File: config.mk
export PLATFORM = sky130hd
export DESIGN_NAME = sid_env_follow
export DESIGN_NICKNAME = d
export VERILOG_FILES = /design/src/rtl/sid_env_follow.sv
export SDC_FILE = /design/constraint.sdc
export NUM_CORES = 1
export LEC_CHECK = 0
export ABC_AREA = 1
export BUFFER_PORTS_ARGS = -buffer_cell sky130_fd_sc_hd__clkbuf_2
export CAP_MARGIN = 0
export CORE_MARGIN = 5
export CORE_UTILIZATION = 40
export DETAILED_ROUTE_END_ITERATION = 10
export PLACE_DENSITY = 0.54
export SYNTH_ARGS = -nofsm -noshare
export SYNTH_HDL_FRONTEND = slang
export SYNTH_SLANG_ARGS = --single-unit
File: constraint.sdc
create_clock -name clk -period 6.25 [get_ports clk]
set_clock_uncertainty 0.05 [all_clocks]
set_input_delay 0.3125 -clock clk [delete_from_list [all_inputs] [get_ports clk]]
set_output_delay 0.3125 -clock clk [all_outputs]
set_load 0.02 [all_outputs]
File: src/rtl/sid_env_follow.sv
// Envelope follower: tracks the magnitude of a signed 12-bit audio stream as an
// 8-bit SID-style envelope. Optional macro ENV_FOLLOW_EXP_EN enables the exponential release curve.
module sid_env_follow #(
  parameter int unsigned HOLD_TICKS = 4
) (
  input  logic        clk,
  input  logic        reset,
  input  logic        sample_valid,
  input  logic [11:0] sample,
  input  logic [3:0]  attack_rate,
  input  logic [3:0]  release_rate,
  output logic [7:0]  env,
  output logic        env_strobe,
  output logic [1:0]  state_o
);

  localparam int unsigned ENV_W  = 8;
  localparam int unsigned CNT_W  = 16;
  localparam int unsigned HOLD_W = 8;

  typedef enum logic [1:0] {
    IDLE    = 2'd0,
    ATTACK  = 2'd1,
    HOLD    = 2'd2,
    RELEASE = 2'd3
  } state_t;

  state_t              state, state_n;
  logic [ENV_W-1:0]    env_n;
  logic [ENV_W-1:0]    target, target_n;
  logic [ENV_W-1:0]    last_mag, last_mag_n;
  logic [CNT_W-1:0]    rate_counter, rate_counter_n;
  logic [HOLD_W-1:0]   hold_cnt, hold_cnt_n;
  logic [11:0]         abs_val;
  logic [ENV_W-1:0]    mag;
  logic [3:0]          sel_rate;
  logic [CNT_W-1:0]    period;
  logic                tick;
  logic                rise;

`ifdef ENV_FOLLOW_EXP_EN
  logic [4:0]          exp_div, exp_div_n;
  logic [4:0]          exp_period, exp_period_n;
`endif

  // SID rate-period table
  function automatic logic [CNT_W-1:0] rate_period(input logic [3:0] r);
    case (r)
      4'd0:  rate_period = 16'd9;
      4'd1:  rate_period = 16'd32;
      4'd2:  rate_period = 16'd63;
      4'd3:  rate_period = 16'd95;
      4'd4:  rate_period = 16'd149;
      4'd5:  rate_period = 16'd220;
      4'd6:  rate_period = 16'd267;
      4'd7:  rate_period = 16'd313;
      4'd8:  rate_period = 16'd392;
      4'd9:  rate_period = 16'd977;
      4'd10: rate_period = 16'd1954;
      4'd11: rate_period = 16'd3126;
      4'd12: rate_period = 16'd3907;
      4'd13: rate_period = 16'd11720;
      4'd14: rate_period = 16'd19532;
      default: rate_period = 16'd31251;
    endcase
  endfunction

  // Saturated magnitude: only -2048 sets abs_val[11]
  always_comb begin
    abs_val  = sample[11] ? 12'(~sample + 12'd1) : sample;
    mag      = abs_val[11] ? 8'hFF : 8'(abs_val >> 3);
    sel_rate = (state == RELEASE || state == HOLD) ? release_rate : attack_rate;
    period   = rate_period(sel_rate);
    tick     = (rate_counter >= period);
    rise     = sample_valid && (mag > env);
  end

  always_ff @(posedge clk) begin
    if (reset) begin
      state        <= IDLE;
      env          <= '0;
      env_strobe   <= 1'b0;
      target       <= '0;
      last_mag     <= '0;
      rate_counter <= '0;
      hold_cnt     <= '0;
`ifdef ENV_FOLLOW_EXP_EN
      exp_div      <= '0;
      exp_period   <= 5'd1;
`endif
    end else begin
      state        <= state_n;
      env          <= env_n;
      env_strobe   <= (env_n != env);
      target       <= target_n;
      last_mag     <= last_mag_n;
      rate_counter <= rate_counter_n;
      hold_cnt     <= hold_cnt_n;
`ifdef ENV_FOLLOW_EXP_EN
      exp_div      <= exp_div_n;
      exp_period   <= exp_period_n;
`endif
    end
  end

  always_comb begin
    state_n        = state;
    env_n          = env;
    target_n       = target;
    last_mag_n     = last_mag;
    hold_cnt_n     = hold_cnt;
    rate_counter_n = tick ? '0 : rate_counter + 16'd1;
`ifdef ENV_FOLLOW_EXP_EN
    exp_div_n      = exp_div;
    exp_period_n   = exp_period;
    case (env)
      8'hFF: exp_period_n = 5'd1;
      8'h5D: exp_period_n = 5'd2;
      8'h36: exp_period_n = 5'd4;
      8'h1A: exp_period_n = 5'd8;
      8'h0E: exp_period_n = 5'd16;
      8'h06: exp_period_n = 5'd30;
      8'h00: exp_period_n = 5'd1;
      default: ;
    endcase
`endif

    if (sample_valid) last_mag_n = mag;

    case (state)
      IDLE: begin
        env_n = '0;
        if (sample_valid && mag != '0) begin
          state_n  = ATTACK;
          target_n = mag;
        end
      end
      ATTACK: begin
        if (sample_valid && mag > target) target_n = mag;
        if (tick) begin
          if (env < target) begin
            env_n = env + 8'd1;
          end else begin
            state_n    = HOLD;
            hold_cnt_n = '0;
          end
        end
      end
      HOLD: begin
        if (rise) begin
          state_n  = ATTACK;
          target_n = mag;
        end else if (tick) begin
          hold_cnt_n = hold_cnt + 8'd1;
          if (hold_cnt == 8'(HOLD_TICKS - 1)) begin
            state_n  = RELEASE;
            target_n = last_mag;
          end
        end
      end
      RELEASE: begin
        if (sample_valid) target_n = mag;
        // Step decisions use the pre-update target; a rising sample wins the transition
        if (tick) begin
          if (env > target) begin
`ifdef ENV_FOLLOW_EXP_EN
            if (exp_div == exp_period - 5'd1) begin
              env_n     = env - 8'd1;
              exp_div_n = '0;
            end else begin
              exp_div_n = exp_div + 5'd1;
            end
`else
            env_n = env - 8'd1;
`endif
          end else if (!rise) begin
            state_n    = (target == '0) ? IDLE : HOLD;
            hold_cnt_n = '0;
          end
        end
        if (rise) state_n = ATTACK;
      end
      default: state_n = IDLE;
    endcase

    if (state_n != state) rate_counter_n = '0;
`ifdef ENV_FOLLOW_EXP_EN
    if (state_n == RELEASE && state != RELEASE) exp_div_n = '0;
`endif
  end

  assign state_o = state;

endmodule
==> impl_metrics.csv, run 1 <==
group,metric,value,unit
outcome,status,"finished clean",
placement,place_hpwl,10100,um
die,die_y,122,um
global_routing,grt_max_degree,26,
global_routing,gr-max-usage-layer,"met2",
die,die_area,14800,um^2
critical_path,cp_max_fo,25,
detailed_routing,wl_per_cell,13.6,um
detailed_routing,remaining_drc_errors,0,
synthesis,syn_nets,840,
hold_path,holdCritPathClass,"flip-flop to flip-flop",
detailed_routing,antenna_left,0,
timing,finalHoldViolations,0,
detailed_routing,firstDrtPassIters,5,
clocking,ctsHoldBuffers,0,
die,io_pins,34,
clocking,cts_resized,0,
critical_path,crit_start,"state_o[1]$_SDFF_PP0_",
die,rows,40,
clocking,clkSlewWorstSetupHoldPaths,0.07,ns
clocking,cts.sinks,51,
clocking,htree_levels,2,
critical_path,critPathLaunchType,"flip-flop",
die,core-area,12100,um^2
synthesis,synth_edf_count,0,
synthesis,netlist_top_cells_count,"nand2_1 (203), inv_1 (82), nand3_1 (81)",
synthesis,post-synth-top-area-cell,"dfxtp_1",
detailed_routing,drtIter0Drc,284,
clocking,cts_setup_buffers,0,
pwr,p_leak,2.70,nW
global_routing,grt_usage,0.182,
critical_path,r2r_end,"rate_counter[15]$_SDFF_PP0_",
finish,syn_to_final_growth,7.99,%
synthesis,synth_area,4980,um^2
detailed_routing,vias_per_cell,5.10,
clocking,worst_skew_pair.late_latency,0.30,ns
critical_path,r2r_setup_slack,1.64,ns
finish,antenna_cells,0,
global_routing,antenna_found_initial,0,
die,initial_utilization,0.411,
placement,numPortBuffers,33,
pwr,finalPower,0.000880,W
timing,max_freq,217,MHz
timing,max_slew_margin,0.384,
placement,place_congestion,0.889,
global_routing,grt_util_met2,0.288,
synthesis,synthTopCellsByArea,"dfxtp_1 (21%), nand2_1 (15%), ha_1 (14%)",
clocking,cts_buffers,5,
critical_path,reg2regPathDepth,20,
clocking,clockBufferDepth,2,
timing,tightest_slew,0.914,ns
synthesis,synth_cell_types,48,
synthesis,async_flop_share,0,
synthesis,synth_most_common_cell,"nand2_1",
global_routing,use_met1,0.256,
global_routing,grt_pass1_wl,21800,um
synthesis,yosys_most_used_dff,"dfxtp_1",
synthesis,yosysSeqAreaShare,0.205,
finish,finalNetCount,858,
critical_path,crit_end,"rate_counter[15]$_SDFF_PP0_",
flow_run,cap_violations,0,
critical_path,required,6.38,ns
timing,rsz0062_at_grt,"no",
clocking,cts_root_buffer,"clkbuf_16",
timing,period_needed,4.61,ns
pwr,peakVddDrop,0.0905,mV
synthesis,yosys_warnings,0,
pwr,power.density,164,nW/um^2
clocking,cts_tree,"built",
detailed_routing,vias,4848,
critical_path,r2r-start,"state_o[1]$_SDFF_PP0_",
global_routing,grt_overflow,0,
timing,finalSetupTns,0,ns
synthesis,synth_top_area_share,0.205,
finish,final_cell_area,5380,um^2
critical_path,path_class,"flip-flop to flip-flop",
timing,setup_viol,0,
synthesis,synth-seq-cells,51,
timing,fin_crit_sh,0.738,
critical_path,critical_path_arrival,4.74,ns
global_routing,grt_pass1_vias,4440,
synthesis,synth.avg_cell_area,6.52,um^2
placement,place_area,5220,um^2
finish,drive_above_1_share,0.121,
finish,fillCellCount,1313,
synthesis,synth_cells,763,
global_routing,met3_usage,0.0292,
detailed_routing,wirelength,12900,um
critical_path,end_kind,"flip-flop",
die,die_w,122,um
timing,drv_slew,0,
## area by class of cell
type	count	area (um^2)	share of cell area
tap	168	210	0.0391
sequential	51	1020	0.190
clock inverter	3	27.5	0.00512
inverter	97	364	0.0677
timing repair buffer	34	173	0.0321
clock buffer	5	125	0.0233
multi-input combinational	592	3450	0.643
## registers in the layout (all words and copies together), names as in the netlist
name,cells
last_mag,8
env,8
env_strobe,1
target,8
hold_cnt,8
rate_counter,16
state_o,2
## critical path: stages (launching register included)
cell and delay, ns:
dfxtp_1 0.49, o21ai_0 0.81, inv_1 0.33, ha_1 0.31, a221oi_1 0.36, ha_1 0.32, nand2_1 0.08, nor2_1 0.05
and2_1 0.13, nor2_1 0.08, nand2_1 0.07, nand2_2 0.15, nand2_2 0.30, inv_1 0.18, nor2_1 0.07, nor2_1 0.11
nand2_1 0.05, nand3_1 0.08, inv_1 0.08, nand2_4 0.30, nor2_1 0.08
## how the worst min path moves through the flow
stage	end	slack (ns)	start	cells after the start
after floorplan	env[0]$_SDFF_PP0_	0.34	reset	1
after global placement	rate_counter[0]$_SDFF_PP0_	0.40	rate_counter[0]$_SDFF_PP0_	1
after detailed placement	rate_counter[0]$_SDFF_PP0_	0.40	rate_counter[0]$_SDFF_PP0_	1
after CTS	hold_cnt[7]$_SDFFE_PP0P_	0.39	reset	2
after global routing	rate_counter[0]$_SDFF_PP0_	0.44	rate_counter[0]$_SDFF_PP0_	1
final	rate_counter[0]$_SDFF_PP0_	0.41	rate_counter[0]$_SDFF_PP0_	1
## power by group
part	switching [W]	total [W]	internal, W	leakage (nW)
Combinational	0.000164	0.000246	0.0000821	2.21
Clock	0.000134	0.000286	0.000152	0.0719
Sequential	0.00000991	0.000348	0.000338	0.415
## placed cells by master, fill, tap and decap left out, types with 3 or more instances in the layout
cell and instances:
xnor2_1 8, inv_2 9, clkinv_1 6, o21ai_0 32, a21oi_1 27, nand2_2 7, clkbuf_2 33, inv_1 82
nand2_1 203, or2_2 3, nand4_1 11, nand3_2 4, o211ai_1 9, ha_1 54, clkbuf_16 5, o21a_1 3
o21ai_1 3, nor2_2 8, nor2_4 10, a221oi_1 5, xor2_1 21, nand3_1 81, dfxtp_1 51, a211oi_1 5
nor2_1 67, nor3_1 7
## cells by family after synthesis
| kind of cell | share of synthesized area |
|---|---|
| AND/OR/NAND/NOR | 0.387 |
| buffers and inverters | 0.101 |
| AO/OA/AOI/OAI | 0.121 |
| adder cells (fa/ha/maj) | 0.136 |
| flip-flops | 0.205 |
| XOR/XNOR | 0.0510 |
## stage by stage
step | worst slack [ns] | utilization | cells | hold slack (ns)
CTS | 1.62 | 0.444 | 950 | 0.394
global route | 1.21 | 0.444 | 950 | 0.437
finish | 1.64 | 0.444 | 950 | 0.413
global placement | 1.73 | 0.431 | 942 | 0.398
detailed placement | 1.63 | 0.431 | 942 | 0.402
floorplan | 2.31 | - | 763 | 0.341
## routing by layer
metal,routed length (um),vias up
met5,0,-
met4,193,0
met3,608,14
met2,5820,107
met1,6260,2197
li1,-,2530
(Power assumes the default switching activity.)
==> run 2, diff against run 1 <==
Settings changed: ABC_AREA 1 to 0.
Clock period 6.25 ns to 4.3 ns, I/O delays scaled along.
==> run 2 against run 1 <==
Compared with the run above:
- clock power rose by 22%
- largest power group unchanged
- highest routed layer unchanged
- setup slack got worse by 1.3 ns
- critical path depth decreased by 5
- hold slack got worse by 0.075 ns
- synthesized area decreased by 10%
- combinational power up 17%
- global-route usage fell by 0.57 points
- total power rose by 29%
- flip-flop and latch count is the same
==> impl_metrics.csv, run 2 <==
group,metric,value,unit
outcome,status,"finished clean",
critical_path,critical_path_arrival,4.07,ns
detailed_routing,wirelength,11400,um
critical_path,cp_max_fo,11,
pwr,power.density,233,nW/um^2
synthesis,synth_most_common_cell,"ha_1",
finish,top_register,"rate_counter",
global_routing,met3_usage,0.0261,
detailed_routing,firstDrtPassIters,4,
synthesis,async_flop_share,0,
hold_path,holdCritPathClass,"input pin to flip-flop",
synthesis,synth_edf_count,0,
global_routing,grt_max_degree,44,
global_routing,grt_util_met2,0.313,
critical_path,cp_cell_sequence,"mux2_2 -> ha_1 -> and2_1 -> a21oi_1 -> nor2_1 -> a21oi_1 -> ha_1 -> a21oi_1 -> o21ai_0 -> a211oi_1 -> and2_1 -> nor3_1 -> buf_4 -> a211oi_1 -> a31oi_1",
pwr,peakVddDrop,0.173,mV
critical_path,r2r-start,"state_o[1]$_SDFF_PP0_",
synthesis,synth_cell_types,67,
flow_run,cap_violations,0,
finish,syn_to_final_growth,9.41,%
global_routing,use_met1,0.224,
clocking,cts.sinks,51,
synthesis,post-synth-top-area-cell,"dfxtp_1",
clocking,clockBufferDepth,2,
synthesis,yosys_most_used_dff,"dfxtp_1",
finish,antenna_cells,0,
placement,place_congestion,0.863,
detailed_routing,vias_per_cell,5.82,
clocking,cts_buffers,5,
placement,place_area,4760,um^2
critical_path,r2r_setup_slack,0.33,ns
clocking,clkSlewWorstSetupHoldPaths,0.10,ns
critical_path,slowest_delay,0.48,ns
global_routing,gr-max-usage-layer,"met2",
timing,holdWs,0.338,ns
die,initial_utilization,0.410,
synthesis,yosys_warnings,0,
timing,max_freq,252,MHz
synthesis,synth.avg_cell_area,8.08,um^2
detailed_routing,vias,4183,
global_routing,grt_pass1_vias,3988,
detailed_routing,drtIter0Drc,227,
critical_path,crit_start,"state_o[1]$_SDFF_PP0_",
detailed_routing,antenna_left,0,
clocking,cts_tree,"built",
die,die_y,116,um
synthesis,synth_area,4470,um^2
timing,period_needed,3.97,ns
detailed_routing,remaining_drc_errors,0,
timing,tightest_slew,0.924,ns
die,core-area,10900,um^2
clocking,htree_levels,2,
die,io_pins,34,
critical_path,crit_end,"env_strobe$_SDFF_PP0_",
timing,drv_slew,0,
synthesis,syn_nets,630,
global_routing,grt_overflow,0,
detailed_routing,wl_per_cell,15.9,um
die,die_w,116,um
synthesis,synth-seq-cells,51,
finish,finalNetCount,655,
finish,drive_above_1_share,0.162,
synthesis,yosysSeqAreaShare,0.229,
critical_path,cpMostUsedCell,"a21oi_1",
clocking,ctsHoldBuffers,0,
timing,rsz0062_at_grt,"yes",
timing,setup_viol,0,
synthesis,synthTopCellsByArea,"dfxtp_1 (23%), ha_1 (15%), a21oi_1 (5.0%)",
timing,max_slew_margin,0.384,
synthesis,netlist_top_cells_count,"ha_1 (54), dfxtp_1 (51), a21oi_1 (45)",
pwr,p_leak,1.90,nW
clocking,worst_skew_pair.late_latency,0.31,ns
critical_path,end_kind,"flip-flop",
finish,mostFrequentLayoutCells,"ha_1 (54), dfxtp_1 (51), a21oi_1 (45)",
timing,finalHoldViolations,0,
critical_path,critPathLaunchType,"flip-flop",
critical_path,r2r_end,"env_strobe$_SDFF_PP0_",
global_routing,antenna_found_initial,0,
clocking,cts_root_buffer,"clkbuf_8",
placement,place_hpwl,8730,um
global_routing,grt_pass1_wl,19300,um
critical_path,path_class,"flip-flop to flip-flop",
synthesis,synth_top_area_share,0.229,
die,rows,38,
timing,setup_ws,0.328,ns
critical_path,slowest_stage,"a211oi_1",
die,die_area,13400,um^2
placement,numPortBuffers,33,
global_routing,grt_usage,0.176,
synthesis,synth_cells,553,
critical_path,reg2regPathDepth,15,
critical_path,required,4.40,ns
finish,largest_reg_flops,16,
placement,place_ws,0.0761,ns
timing,fin_crit_sh,0.924,
finish,mostFrequentLayoutCell,"ha_1",
finish,final_cell_area,4890,um^2
run 2: changes by cell type after synthesis, sizes merged, moves of 14 or more:
cell | before | now
nor2 | 86 | 53
nand3 | 87 | 24
mux2i | 0 | 17
clkbuf | 10 | 24
or4 | 0 | 19
inv | 91 | 27
nand2 | 212 | 39
a21oi | 29 | 45
o21ai | 37 | 23
o31ai | 1 | 15
run 2: how the worst min path moves through the flow:
| stage | from | endpoint | slack [ns] | cells after the start |
|---|---|---|---|---|
| 4_1_cts | sample_valid | last_mag[2]$_SDFFE_PP0P_ | 0.34 | 2 |
| 2_1_floorplan | reset | target[0]$_SDFFE_PP0P_ | 0.34 | 2 |
| 3_3_place_gp | hold_cnt[7]$_SDFFE_PP0P_ | hold_cnt[7]$_SDFFE_PP0P_ | 0.41 | 2 |
| 5_1_grt | sample_valid | last_mag[2]$_SDFFE_PP0P_ | 0.36 | 2 |
| 3_5_place_dp | hold_cnt[7]$_SDFFE_PP0P_ | hold_cnt[7]$_SDFFE_PP0P_ | 0.43 | 2 |
| 6_report | sample_valid | last_mag[2]$_SDFFE_PP0P_ | 0.34 | 2 |
run 2: final cells by class:
class / instances / area [um^2]
Clock buffer: 5 / 68.8
Clock inverter: 3 / 46.3
Fill cell: 1119 / 6000
Inverter: 28 / 105
Multi-Input combinational cell: 447 / 3210
Sequential cell: 51 / 1020
Tap cell: 140 / 175
Timing Repair Buffer: 45 / 255
run 2: cell families (layout without fill, tap and decap cells):
| logic type | after synthesis | in the layout | share of synthesized area |
|---|---|---|---|
| xor+xnor | 17 | 17 | 0.0333 |
| flops | 51 | 51 | 0.229 |
| fa+ha+maj | 54 | 54 | 0.151 |
| simple gates | 212 | 212 | 0.254 |
| buf+inv | 55 | 81 | 0.0530 |
| mux | 23 | 23 | 0.0532 |
| compound gates | 141 | 141 | 0.226 |
run 2: metrics by stage:
step / TNS (ns) / utilization / cells / total power, W
floorplan: 0 / - / 553 / 0.000717
global placement: 0 / 0.438 / 711 / 0.000790
detailed placement: 0 / 0.438 / 711 / 0.000797
CTS: 0 / 0.448 / 719 / 0.00115
global route: -0.0623 / 0.449 / 719 / 0.00121
finish: 0 / 0.449 / 719 / 0.00114
run 2: repair_timing:
| item | in CTS | in global routing |
|---|---|---|
| resized for setup | 0 | 2 |
| endpoints found under the setup margin | 0 | 11 |
| buffers inserted | 0 | 0 |
run 2: power breakdown:
group / switching, W / internal [W] / leakage [nW]
Combinational: 0.000182 / 0.000108 / 1.43
Clock: 0.000175 / 0.000176 / 0.0548
Sequential: 0.0000115 / 0.000487 / 0.414
run 2: layer usage:
metal / routed length (um) / share of wire
met5: 0 / 0
met4: 157 / 0.014
met3: 449 / 0.039
met2: 5660 / 0.50
met1: 5160 / 0.45
run 2: critical path: cells and delay by family (launching register included):
family	cells	cell delay [ns]
AOI/OAI and AO/OA	7	1.36
adders and majority gates	2	0.64
buffers and inverters	1	0.18
DFF	1	0.37
muxes	1	0.43
and+or+nand+nor	4	0.79
